[src/rtl/mux21_arbiter_pkg.sv]
// Shared definitions for the two-requester round-robin mux arbiter.
// State encodings and requester index constants.
package mux21_arb_pkg;

  typedef enum logic [1:0] {
    IDLE = 2'd0,
    OWN0 = 2'd1,
    OWN1 = 2'd2
  } arbState_t;

  localparam int unsigned IDX0 = 0;
  localparam int unsigned IDX1 = 1;

endpackage

[src/rtl/mux21_arbiter_if.sv]
// Request/data/grant bundle between two requesters and the shared mux arbiter.
// master = requester side, slave = arbiter side.
interface mux21_arbiter_if #(
  parameter int W = 8
);

  logic [1:0]   req;
  logic [W-1:0] in0;
  logic [W-1:0] in1;
  logic [1:0]   grant;
  logic         sel;
  logic         valid;
  logic [W-1:0] out;

  modport master (
    output req, in0, in1,
    input  grant, sel, valid, out
  );

  modport slave (
    input  req, in0, in1,
    output grant, sel, valid, out
  );

endinterface

[src/rtl/mux21_arbiter_data.sv]
// W-bit 2:1 data mux steered by the arbiter select.
// Purely combinational.
module mux21_data #(
  parameter int W = 8
) (
  input  logic         sel,
  input  logic [W-1:0] in0,
  input  logic [W-1:0] in1,
  output logic [W-1:0] out
);

  assign out = sel ? in1 : in0;

endmodule

[src/rtl/mux21_arbiter.sv]
// Round-robin arbiter owning the select of a shared 2:1 data mux.
// Grant is registered (1 cycle after req); a holder is preempted after QUANTUM cycles when the other side waits.
module mux21_arbiter
  import mux21_arb_pkg::*;
#(
  parameter int W       = 8,
  parameter int QUANTUM = 4
) (
  input  logic             clk,
  input  logic             reset,
  mux21_arbiter_if.slave   bus
);

  localparam int CW = (QUANTUM > 1) ? $clog2(QUANTUM) : 1;
  localparam logic [CW-1:0] QMAX = CW'(QUANTUM - 1);

  arbState_t     stateQ, stateNext;
  logic [CW-1:0] cntQ, cntNext;
  logic          lastQ;
  logic          selQ;
  logic [W-1:0]  dataOut;

  always_comb begin
    stateNext = stateQ;
    cntNext   = cntQ;
    unique case (stateQ)
      IDLE: begin
        unique case (bus.req)
          2'b01:   stateNext = OWN0;
          2'b10:   stateNext = OWN1;
          // tie goes to whoever did not own last
          2'b11:   stateNext = lastQ ? OWN0 : OWN1;
          default: stateNext = IDLE;
        endcase
      end
      OWN0: begin
        if (!bus.req[IDX0]) begin
          stateNext = bus.req[IDX1] ? OWN1 : IDLE;
        end else if (cntQ != QMAX) begin
          cntNext = cntQ + CW'(1);
        end else if (bus.req[IDX1]) begin
          stateNext = OWN1;
        end
      end
      OWN1: begin
        if (!bus.req[IDX1]) begin
          stateNext = bus.req[IDX0] ? OWN0 : IDLE;
        end else if (cntQ != QMAX) begin
          cntNext = cntQ + CW'(1);
        end else if (bus.req[IDX0]) begin
          stateNext = OWN0;
        end
      end
      default: stateNext = IDLE;
    endcase
  end

  always_ff @(posedge clk) begin
    if (reset) begin
      stateQ <= IDLE;
      cntQ   <= '0;
      lastQ  <= 1'b1;
      selQ   <= 1'b0;
    end else begin
      stateQ <= stateNext;
      cntQ   <= (stateNext != stateQ) ? '0 : cntNext;
      if (stateNext == OWN0 && stateQ != OWN0) begin
        lastQ <= 1'b0;
        selQ  <= 1'b0;
      end else if (stateNext == OWN1 && stateQ != OWN1) begin
        lastQ <= 1'b1;
        selQ  <= 1'b1;
      end
    end
  end

  assign bus.grant[IDX0] = (stateQ == OWN0);
  assign bus.grant[IDX1] = (stateQ == OWN1);
  assign bus.valid       = (stateQ == OWN0) || (stateQ == OWN1);
  assign bus.sel         = selQ;

  mux21_data #(.W(W)) uData (
    .sel (selQ),
    .in0 (bus.in0),
    .in1 (bus.in1),
    .out (dataOut)
  );

  assign bus.out = dataOut;

endmodule

[src/flat_wrapper.sv]
// flat-port wrapper written by rule: the top's interface ports become plain ports
module mux21_arbiter_flat import mux21_arb_pkg::*;
#(
  parameter int W       = 8,
  parameter int QUANTUM = 4
)
  (clk, reset, bus_req, bus_in0, bus_in1, bus_grant, bus_sel, bus_valid, bus_out);
  mux21_arbiter_if #(.W(W)) bus_i ();
  input  logic clk;
  input  logic reset;
  input wire logic [$bits(bus_i.req)-1:0] bus_req;
  input wire logic [$bits(bus_i.in0)-1:0] bus_in0;
  input wire logic [$bits(bus_i.in1)-1:0] bus_in1;
  output wire logic [$bits(bus_i.grant)-1:0] bus_grant;
  output wire logic [$bits(bus_i.sel)-1:0] bus_sel;
  output wire logic [$bits(bus_i.valid)-1:0] bus_valid;
  output wire logic [$bits(bus_i.out)-1:0] bus_out;
  assign bus_i.req = bus_req;
  assign bus_i.in0 = bus_in0;
  assign bus_i.in1 = bus_in1;
  assign bus_grant = bus_i.grant;
  assign bus_sel = bus_i.sel;
  assign bus_valid = bus_i.valid;
  assign bus_out = bus_i.out;
  mux21_arbiter #(.W(W), .QUANTUM(QUANTUM)) u_core (.clk(clk), .reset(reset), .bus(bus_i));
endmodule
[config.mk]
export PLATFORM = sky130hd
export DESIGN_NAME = mux21_arbiter_flat
export DESIGN_NICKNAME = d
export VERILOG_FILES = /design/src/rtl/mux21_arbiter_pkg.sv /design/src/rtl/mux21_arbiter_if.sv /design/src/rtl/mux21_arbiter_data.sv /design/src/rtl/mux21_arbiter.sv /design/src/flat_wrapper.sv
export SDC_FILE = /design/constraint.sdc
export NUM_CORES = 1
export LEC_CHECK = 0
export BUFFER_PORTS_ARGS = -buffer_cell sky130_fd_sc_hd__buf_2
export CAP_MARGIN = 20
export CELL_PAD_IN_SITES_DETAIL_PLACEMENT = 0
export CELL_PAD_IN_SITES_GLOBAL_PLACEMENT = 1
export CORE_ASPECT_RATIO = 0.9
export CORE_MARGIN = 10
export CORE_UTILIZATION = 32
export CTS_BUF_LIST = sky130_fd_sc_hd__clkbuf_4 sky130_fd_sc_hd__clkbuf_8
export DETAILED_ROUTE_END_ITERATION = 6
export PLACE_DENSITY_LB_ADDON = 0.1
export SLEW_MARGIN = 15
export SYNTH_ARGS = -nofsm -noshare
export SYNTH_HDL_FRONTEND = slang
export SYNTH_SLANG_ARGS = --single-unit
[constraint.sdc]
create_clock -name clk -period 2.4 [get_ports clk]
set_clock_uncertainty 0.15 [all_clocks]
set_input_delay 0.48 -clock clk [delete_from_list [all_inputs] [get_ports clk]]
set_output_delay 0.48 -clock clk [all_outputs]
set_load 0.01 [all_outputs]
# [Yosys cells after proc, flatten, opt, wreduce, memory -nomap -nowiden]
# Cells that the tools add are included.
[totals] register_bits=6 wordCells=45
[classes] n_addsub=1 n_eq_ne=13 n_mux=18 n_reduce_logical=9
[ops] cell="two-way mux 2 bit" n=11
[ops] cell="one-hot mux 2 bit (3 select lines)" n=2
[ops] cell="equality test 2 bit, second input constant" n=4
[ops] cell="two-way mux 8 bit" n=1
[ops] cell="inequality test 2 bit, second input constant" n=4
[ops] cell="equality test 2 x 1 -> 1 bit, second input constant" n=3
[ops] cell="one-hot mux 2 bit (2 select lines)" n=1
[ops] cell="nonzero test 2 bit" n=2
[ops] cell="OR reduction 2 bit" n=2
[ops] cell="two-way mux 1 bit" n=3
[ops] cell="AND reduction 3 bit" n=1
[ops] cell="adder 2 x 1 -> 2 bit, second input constant" n=1
[ops] cell="logical AND 1 bit" n=2
[ops] cell="logical NOT 2 bit" n=1
[ops] cell="inequality test 2 x 1 -> 1 bit, second input constant" n=1
[ops] cell="inequality test 2 bit" n=1
[ops] cell="logical OR 1 bit" n=1

# [Logic depth before layout (Yosys ltp)]
# Gate-level depths: netlist (run 1).
[depth] ltp_word=8 mapped_depth=7

# [Modules after synthesis]
# Synthesis (run 1) repeated with hierarchy kept, for this count alone.
[hier_totals] cells_unflattened=64 hier_area_um2=608.1
[modules_own_cells] mod="mux21_arbiter" instances=1 cells_per_inst=55 area_each_um2=476.7 seq_area_each_um2=120.1
[modules_own_cells] mod="mux21_data" instances=1 cells_per_inst=9 area_each_um2=131.4 seq_area_each_um2=0.0

# [Worst setup path after synthesis (run 1)]
# Ideal clock, no wire load.
[synth_path] path_type="reg2reg" start="register u_core.stateQ[0]" end="register u_core.lastQ" arrival_ns=1.851 t_required_ns=2.130 setup_slack_ns=0.279 stages_incl_launch_ff=7 cell_sequence="dfxtp_1 > ha_1 > a21oi_1 > o221ai_2 > a22oi_2 > a2111o_1 > a211o_1"
[synth_between] elab_cells_between_ends=18 cone_classes="eq/ne (6); mux (8); reduce/logical (4)"
[synth_lines] element="from (decl)" line_no="mux21_arbiter.sv:17" source="arbState_t stateQ, stateNext;"
[synth_lines] element="from (signal assigned)" line_no="mux21_arbiter.sv:65" source="stateQ <= stateNext;"
[synth_lines] element="equality test 2 x 1 -> 1 bit *"
[synth_lines] element="via bus_grant[0]" line_no="flat_wrapper.sv:14" source="output wire logic [$bits(bus_i.grant)-1:0] bus_grant;"
[synth_lines] element="one-hot mux 2 bit (3 select lines) *" line_no="mux21_arbiter.sv:26" source="unique case (stateQ)"
[synth_lines] element="equality test 2 x 1 -> 1 bit / equality test 2 bit (equally long branches)" line_no="mux21_arbiter.sv:67, mux21_arbiter.sv:70"
[synth_lines] element="logical AND 1 bit, on equally long branches" line_no="mux21_arbiter.sv:67, mux21_arbiter.sv:70"
[synth_lines] element="two-way mux 1 bit / nonzero test 2 bit (equally long branches)"
[synth_lines] element="to (signal assigned)" line_no="mux21_arbiter.sv:62" source="lastQ <= 1'b1;"
[synth_lines] element="to (signal assigned)" line_no="mux21_arbiter.sv:68" source="lastQ <= 1'b0;"
[synth_lines] element="to (signal assigned)" line_no="mux21_arbiter.sv:71" source="lastQ <= 1'b1;"
[synth_lines] element="to (decl)" line_no="mux21_arbiter.sv:19" source="logic lastQ;"
# Mark *: on every way through the listed nets, which the timed path passes. The rest lies on a longest branch.
# A chain may end at the register's enable or synchronous reset.

# [Worst setup path in the final report (run 1)]
[layout_path] start="register u_core.stateQ[0]" end="register u_core.lastQ"
[layout_between] elab_chain_cells=7 elab_cells_between_ends=18 cone_classes="eq/ne (6); mux (8); reduce/logical (4)"
[layout_rtl] element="two-way mux 2 bit, on equally long branches" line_no="mux21_arbiter.sv:50, mux21_arbiter.sv:41"
[layout_rtl] element="two-way mux 2 bit, on equally long branches" line_no="mux21_arbiter.sv:48, mux21_arbiter.sv:39"
[layout_rtl] element="two-way mux 2 bit, on equally long branches" line_no="mux21_arbiter.sv:46, mux21_arbiter.sv:37"
[layout_rtl] element="one-hot mux 2 bit (3 select lines)" line_no="mux21_arbiter.sv:26"
[layout_rtl] element="equality test 2 x 1 -> 1 bit / equality test 2 bit (equally long branches)" line_no="mux21_arbiter.sv:67, mux21_arbiter.sv:70"
[layout_rtl] element="logical AND 1 bit, on equally long branches" line_no="mux21_arbiter.sv:67, mux21_arbiter.sv:70"
[layout_rtl] element="two-way mux 1 bit / nonzero test 2 bit (equally long branches)"
# Parallel ways exist; a longest one is shown, timed or not.

==> out/qor.yml, run 1 <==
status: "completed"
synth_ff_type: "dfxtp_1"
setup_viol: 0
insertion_delay_ps: 240
fp.dieH_um: 61.1
drv_cap: 0
rows: 14
gr-total-overflow: 0
critPathCaptureType: "flip-flop"
vias: 617
cts_root_buf: "clkbuf_4"
wire_per_inst_um: 14.4
dr.first_iter.drc_count: 15
placedCellCount: 123
grt_pass1_wl_um: 2740
slew-limit-headroom_pct: 68.9
dieArea_um2: 4010
synth_edf_count: 0
async_flop_share_pct: 0
n_fill_cell: 198
grt_pass1_vias: 586
nNetsFinal: 129
syn-num-nets: 94
hold_viol_final: 0
cp_cell_sequence: "ha_2, a21oi_1, o221ai_2, a22oi_2, a2111o_1, a211o_1"
start_util_pct: 34.9
firstDrtPassIters: 4
drc: 0
critical-path-top-delay-family: "compound AO/OA/AOI/OAI gates"
critPathMaxStageDelay_ps: 490
io_pins: 32
via_per_inst: 4.90
setup_tns_ps: 0
synthCells: 69
area_growth_pct: 35.1
drive_gt1_share_pct: 48.0
grt_max_degree: 12
netlist_area_um2: 599
ir_drop_mv: 0.284
maxSlewViolCount: 0
seq_area_um2: 120
worstPathRequired_ps: 2380
wirelength_um: 1810
path_class: "reg2reg"
clock.fmax_ghz: 0.456
power_density_nw_per_um2: 490
finalNonFillerCells: 126
tritoncts: "yes"
tightest_slew_ps: 465
min_path_type: "in2reg"
period_needed_ps: 2190
crit_buf_inv: 0
rsz0062_at_grt: "no"
seq_area_frac_synth_pct: 20.0
dp_hpwl_um: 1540
cts_setup_buffers: 0
h-tree-depth: 1
multi_input_area_um2: 448
power.leakage_nw: 0.381
period_share_pct: 91.4
postRouteAntennaNets: 0
crit_path_max_fanout: 9
port_buffers: 31
core_area_um2: 1720
grtUsageTotal_pct: 8.57
yosys_register_bits: 6
syn-mean-instance-area_um2: 8.69
startpoint_type: "flip-flop"
ys_types: 33
critPathSlowestCell: "dfxtp_1"
n_antenna_cell: 0
clk_pin_slew_worst_paths_ps: 40
antenna_found_initial: 0
cts_sinks: 6
whs_ps: 301
yosys_warnings: 0
cts_made_buffers: 3
place.gp.congestion: 0.787
critPathArrivalTime_ps: 2170
die_w_um: 65.6
clockBufferDepth: 2
-- report_power, final --
part	leakage (nW)	internal, W	switching, W
registers	0.0491	0.000110	0.0000159
clock network	0.0138	0.0000563	0.0000321
logic	0.318	0.0000917	0.0000903
-- final cells by class --
class | count | area share [%]
clock buffer | 3 | 2.78
inverter | 5 | 2.32
timing repair buffer | 33 | 21.0
tap | 24 | 3.71
sequential | 6 | 14.8
multi-input combinational | 55 | 55.3
-- cell families after synthesis --
group / count (synthesis) / synth area share, %
AOI/OAI and AO/OA: 20 / 28.8
xor gates and xnor gates: 1 / 1.46
adders and majority gates: 5 / 10.4
buffers and inverters: 8 / 5.84
DFF: 6 / 20.0
muxes: 9 / 16.7
and+or+nand+nor: 20 / 16.7
-- metrics by stage --
step / setup WS [ps] / power, W / utilization (%) / instance area, µm²
after CTS: 138 / 0.000403 / 46.9 / 806
after detailed placement: 145 / 0.000309 / 45.6 / 783
after global placement: 172 / 0.000310 / 45.6 / 783
after global routing: 51.1 / 0.000427 / 47.2 / 810
final: 206 / 0.000396 / 47.2 / 810
after floorplan: 279 / 0.000248 / - / 599
-- cells in the mapped netlist, drive strengths merged, types with 2 or more instances --
cell,number,share of area (%)
a22oi,2,3.3
ha,5,10
dfxtp,6,20
inv,5,3.1
nand2b,3,3.1
nand2,7,4.4
a211o,2,2.9
nor3,2,1.7
a22o,2,2.9
mux2,8,15
nor3b,2,2.5
a21oi,2,1.7
buf,2,2.1
nor2,4,2.5
-- worst register-to-register path, cell delays in order, from the launching register on --
cell and delay (ps):
dfxtp_1 490, ha_2 330, a21oi_1 120, o221ai_2 210, a22oi_2 80, a2111o_1 410, a211o_1 290
-- state kept, by name, summed over array words and instances, names as in the netlist --
| signal | cells |
|---|---|
| u_core.bus.sel | 1 |
| u_core.lastQ | 1 |
| u_core.cntQ | 2 |
| u_core.stateQ | 2 |
-- cell usage in the layout (no fill, tap or decap), drive strengths merged, types with 2 or more instances in the layout --
cell type | netlist | layout
mux2 | 8 | 8
nor3b | 2 | 2
buf | 2 | 33
nor3 | 2 | 2
nand2b | 3 | 3
a22oi | 2 | 2
a21oi | 2 | 2
nor2 | 4 | 4
a211o | 2 | 2
clkbuf | 1 | 3
inv | 5 | 5
ha | 5 | 5
a22o | 2 | 2
nand2 | 7 | 7
dfxtp | 6 | 6
-- metal layers --
metal,global-route usage (%),share of wire [%],vias up
met5,0,0,-
met4,5.49,0.66,0
met3,1.81,3.3,2
met2,13.9,52,7
met1,10.2,44,280
li1,-,-,328
-- final timing paths --
path                            slack, ps                   startpoint                     endpoint  cells after the start
worst max-delay path                  210  u_core.stateQ[0]$_SDFF_PP0_    u_core.lastQ$_SDFFE_PP1P_                      6
worst min-delay path                  300                        reset  u_core.stateQ[1]$_SDFF_PP0_                      2
worst max register to register        210  u_core.stateQ[0]$_SDFF_PP0_    u_core.lastQ$_SDFFE_PP1P_                      6
worst min register to register        340  u_core.cntQ[1]$_SDFFE_PP0P_  u_core.cntQ[1]$_SDFFE_PP0P_                      2
-- timing repair --
action,CTS,global route
endpoints found under the hold margin,0,0
hold buffers,0,0
setup endpoints to repair,0,2
resized for setup,0,2
No activity file was read; power rests on OpenSTA's default activity.
==> run 2, diff against run 1 <==
Settings changed: PLACE_DENSITY set to 0.92, PLACE_DENSITY_LB_ADDON 0.1 to not set.
==> run 2 against run 1 <==
Effect of this change:
- final cell count is the same
- register-to-register slack got worse by 90 ps
- critical path depth unchanged
- first-iteration DRC count rose by 53%
- via count grew 7.9%
- critical path type unchanged
- critical endpoint unchanged
==> out/qor.yml, run 2 (same netlist as run 1, synthesis figures left out) <==
r2r_cells: 6  # unchanged
postCtsResizedCells: 0  # unchanged
worstPathRequired_ps: 2380  # about the same
grt_pass1_vias: 564  # -3.8%
placedCellCount: 123  # unchanged
crit_path_max_fanout: 9  # unchanged
cts_setup_buffers: 0  # unchanged
slew-limit-headroom_pct: 71.4  # +2.5 points
cts_root_buf: "clkbuf_4"
gr-total-overflow: 0  # unchanged
port_buffers: 31  # unchanged
p_sw_share_pct: 36.0  # +1.1 points
period_share_pct: 95.3  # +3.9 points
clock.fmax_ghz: 0.437  # -4.1%
period_needed_ps: 2290  # +92.9 ps
grt_max_degree: 12  # unchanged
core_area_um2: 1720  # unchanged
postRouteAntennaNets: 0  # unchanged
start_util_pct: 34.9  # unchanged
clock_power_share_pct: 23.5  # +1.2 points
critPathArrivalTime_ps: 2270  # +100 ps
nNetsFinal: 129  # unchanged
power_w: 0.000404  # +1.8%
ir_drop_mv: 0.262  # -7.6%
reg_top3: "u_core.cntQ: 2 flops, u_core.stateQ: 2 flops"
startpoint_type: "flip-flop"
place.gp.congestion: 0.944  # +20%
rows: 14  # unchanged
tritoncts: "yes"
die_w_um: 65.6  # unchanged
pwr-share-comb_pct: 45.4  # -0.5 points
path_class: "reg2reg"
io_pins: 32  # unchanged
final_util_pct: 47.0  # -0.15 points
critPathCaptureType: "flip-flop"
timing.final.ws_setup_ps: 113  # -92.9 ps
n_antenna_cell: 0  # unchanged
finalNonFillerCells: 126  # unchanged
antenna_found_initial: 0  # unchanged
rsz0062_at_grt: "no"
place_ws_ps: 174  # +29.5 ps
dp_hpwl_um: 1590  # +3.2%
n_fill_cell: 185  # -6.6%
vias: 666  # +7.9%
status: "completed"
wirelength_um: 1910  # +5.2%
total_switching_power_w: 0.000145  # +5.2%
power_density_nw_per_um2: 500  # +2.1%
setup_tns_ps: 0  # unchanged
grt_pass1_wl_um: 2790  # +1.8%
wire_per_inst_um: 15.1  # +5.2%
grtUsageTotal_pct: 8.83  # +0.26 points
via_per_inst: 5.29  # +7.9%
power.leakage_nw: 0.382  # +0.34%
final_cell_mix: "buf_2, mux2_2, nand2_1, dfxtp_1"
dr.first_iter.drc_count: 23  # +8
h-tree-depth: 1  # unchanged
drv_cap: 0  # unchanged
drc: 0  # unchanged
maxSlewViolCount: 0  # unchanged
tightest_slew_ps: 428  # -37.0 ps
clk_pin_slew_worst_paths_ps: 40  # about the same
dieArea_um2: 4010  # unchanged
cts_hold_buffers: 0  # unchanged
setup_viol: 0  # unchanged
drive_gt1_share_pct: 47.1  # -0.98 points
final_common_cell: "buf_2"
clockBufferDepth: 2  # unchanged
firstDrtPassIters: 4  # unchanged
cts_sinks: 6  # unchanged
p_int_w: 0.000258  # about the same
hold_viol_final: 0  # unchanged
worstHoldPathCells: 2  # unchanged
insertion_delay_ps: 250  # about the same
fp.dieH_um: 61.1  # unchanged
cts_made_buffers: 3  # unchanged
min_path_type: "in2reg"
area_growth_pct: 34.7
p_seq_share_pct: 31.1  # -0.7 points
[run 2: path summary, 6_finish.rpt]
path	from	endpoint	slack [ps]
worst min-delay path	reset	u_core.stateQ[1]$_SDFF_PP0_	310
worst min register to register	u_core.cntQ[1]$_SDFFE_PP0P_	u_core.cntQ[1]$_SDFFE_PP0P_	360
worst max register to register	u_core.stateQ[0]$_SDFF_PP0_	u_core.lastQ$_SDFFE_PP1P_	110
worst max-delay path	u_core.stateQ[0]$_SDFF_PP0_	u_core.lastQ$_SDFFE_PP1P_	110
[run 2: cell type report]
cell class,count,area (µm²),share of cell area (%)
inverters,5,18.8,2.33
well taps,24,30.0,3.72
flip-flops and latches,6,120,14.9
multi-input cells,55,445,55.2
repair buffers,33,170,21.1
clock buffers,3,22.5,2.79
[run 2: power groups by stage]
stage | Clock, W | Combinational [W] | Sequential (W)
floorplan | 0 | 0.000126 | 0.000122
global placement | 0 | 0.000179 | 0.000126
detailed placement | 0 | 0.000181 | 0.000127
CTS | 0.0000973 | 0.000182 | 0.000125
global route | 0.000104 | 0.000198 | 0.000128
finish | 0.0000947 | 0.000183 | 0.000126
[run 2: stage by stage]
stage	cell area, µm²	hold slack [ps]
final	807	309
after CTS	806	305
after detailed placement	783	357
after global placement	783	332
after floorplan	599	315
after global routing	807	301
[run 2: metal layers]
metal	part of all wire [%]	track usage, %	up-vias
met5	0	0	-
met4	1.4	2.74	0
met3	5.7	3.99	5
met1	41	10.9	316
met2	52	13.5	17
li1	-	-	328
[run 2: worst max-delay path, stage by stage (launching register included)]
cell and delay, ps:
dfxtp_1 480, ha_1 370, a21oi_1 150, o221ai_2 220, a22oi_2 80, a2111o_1 420, a211o_1 310
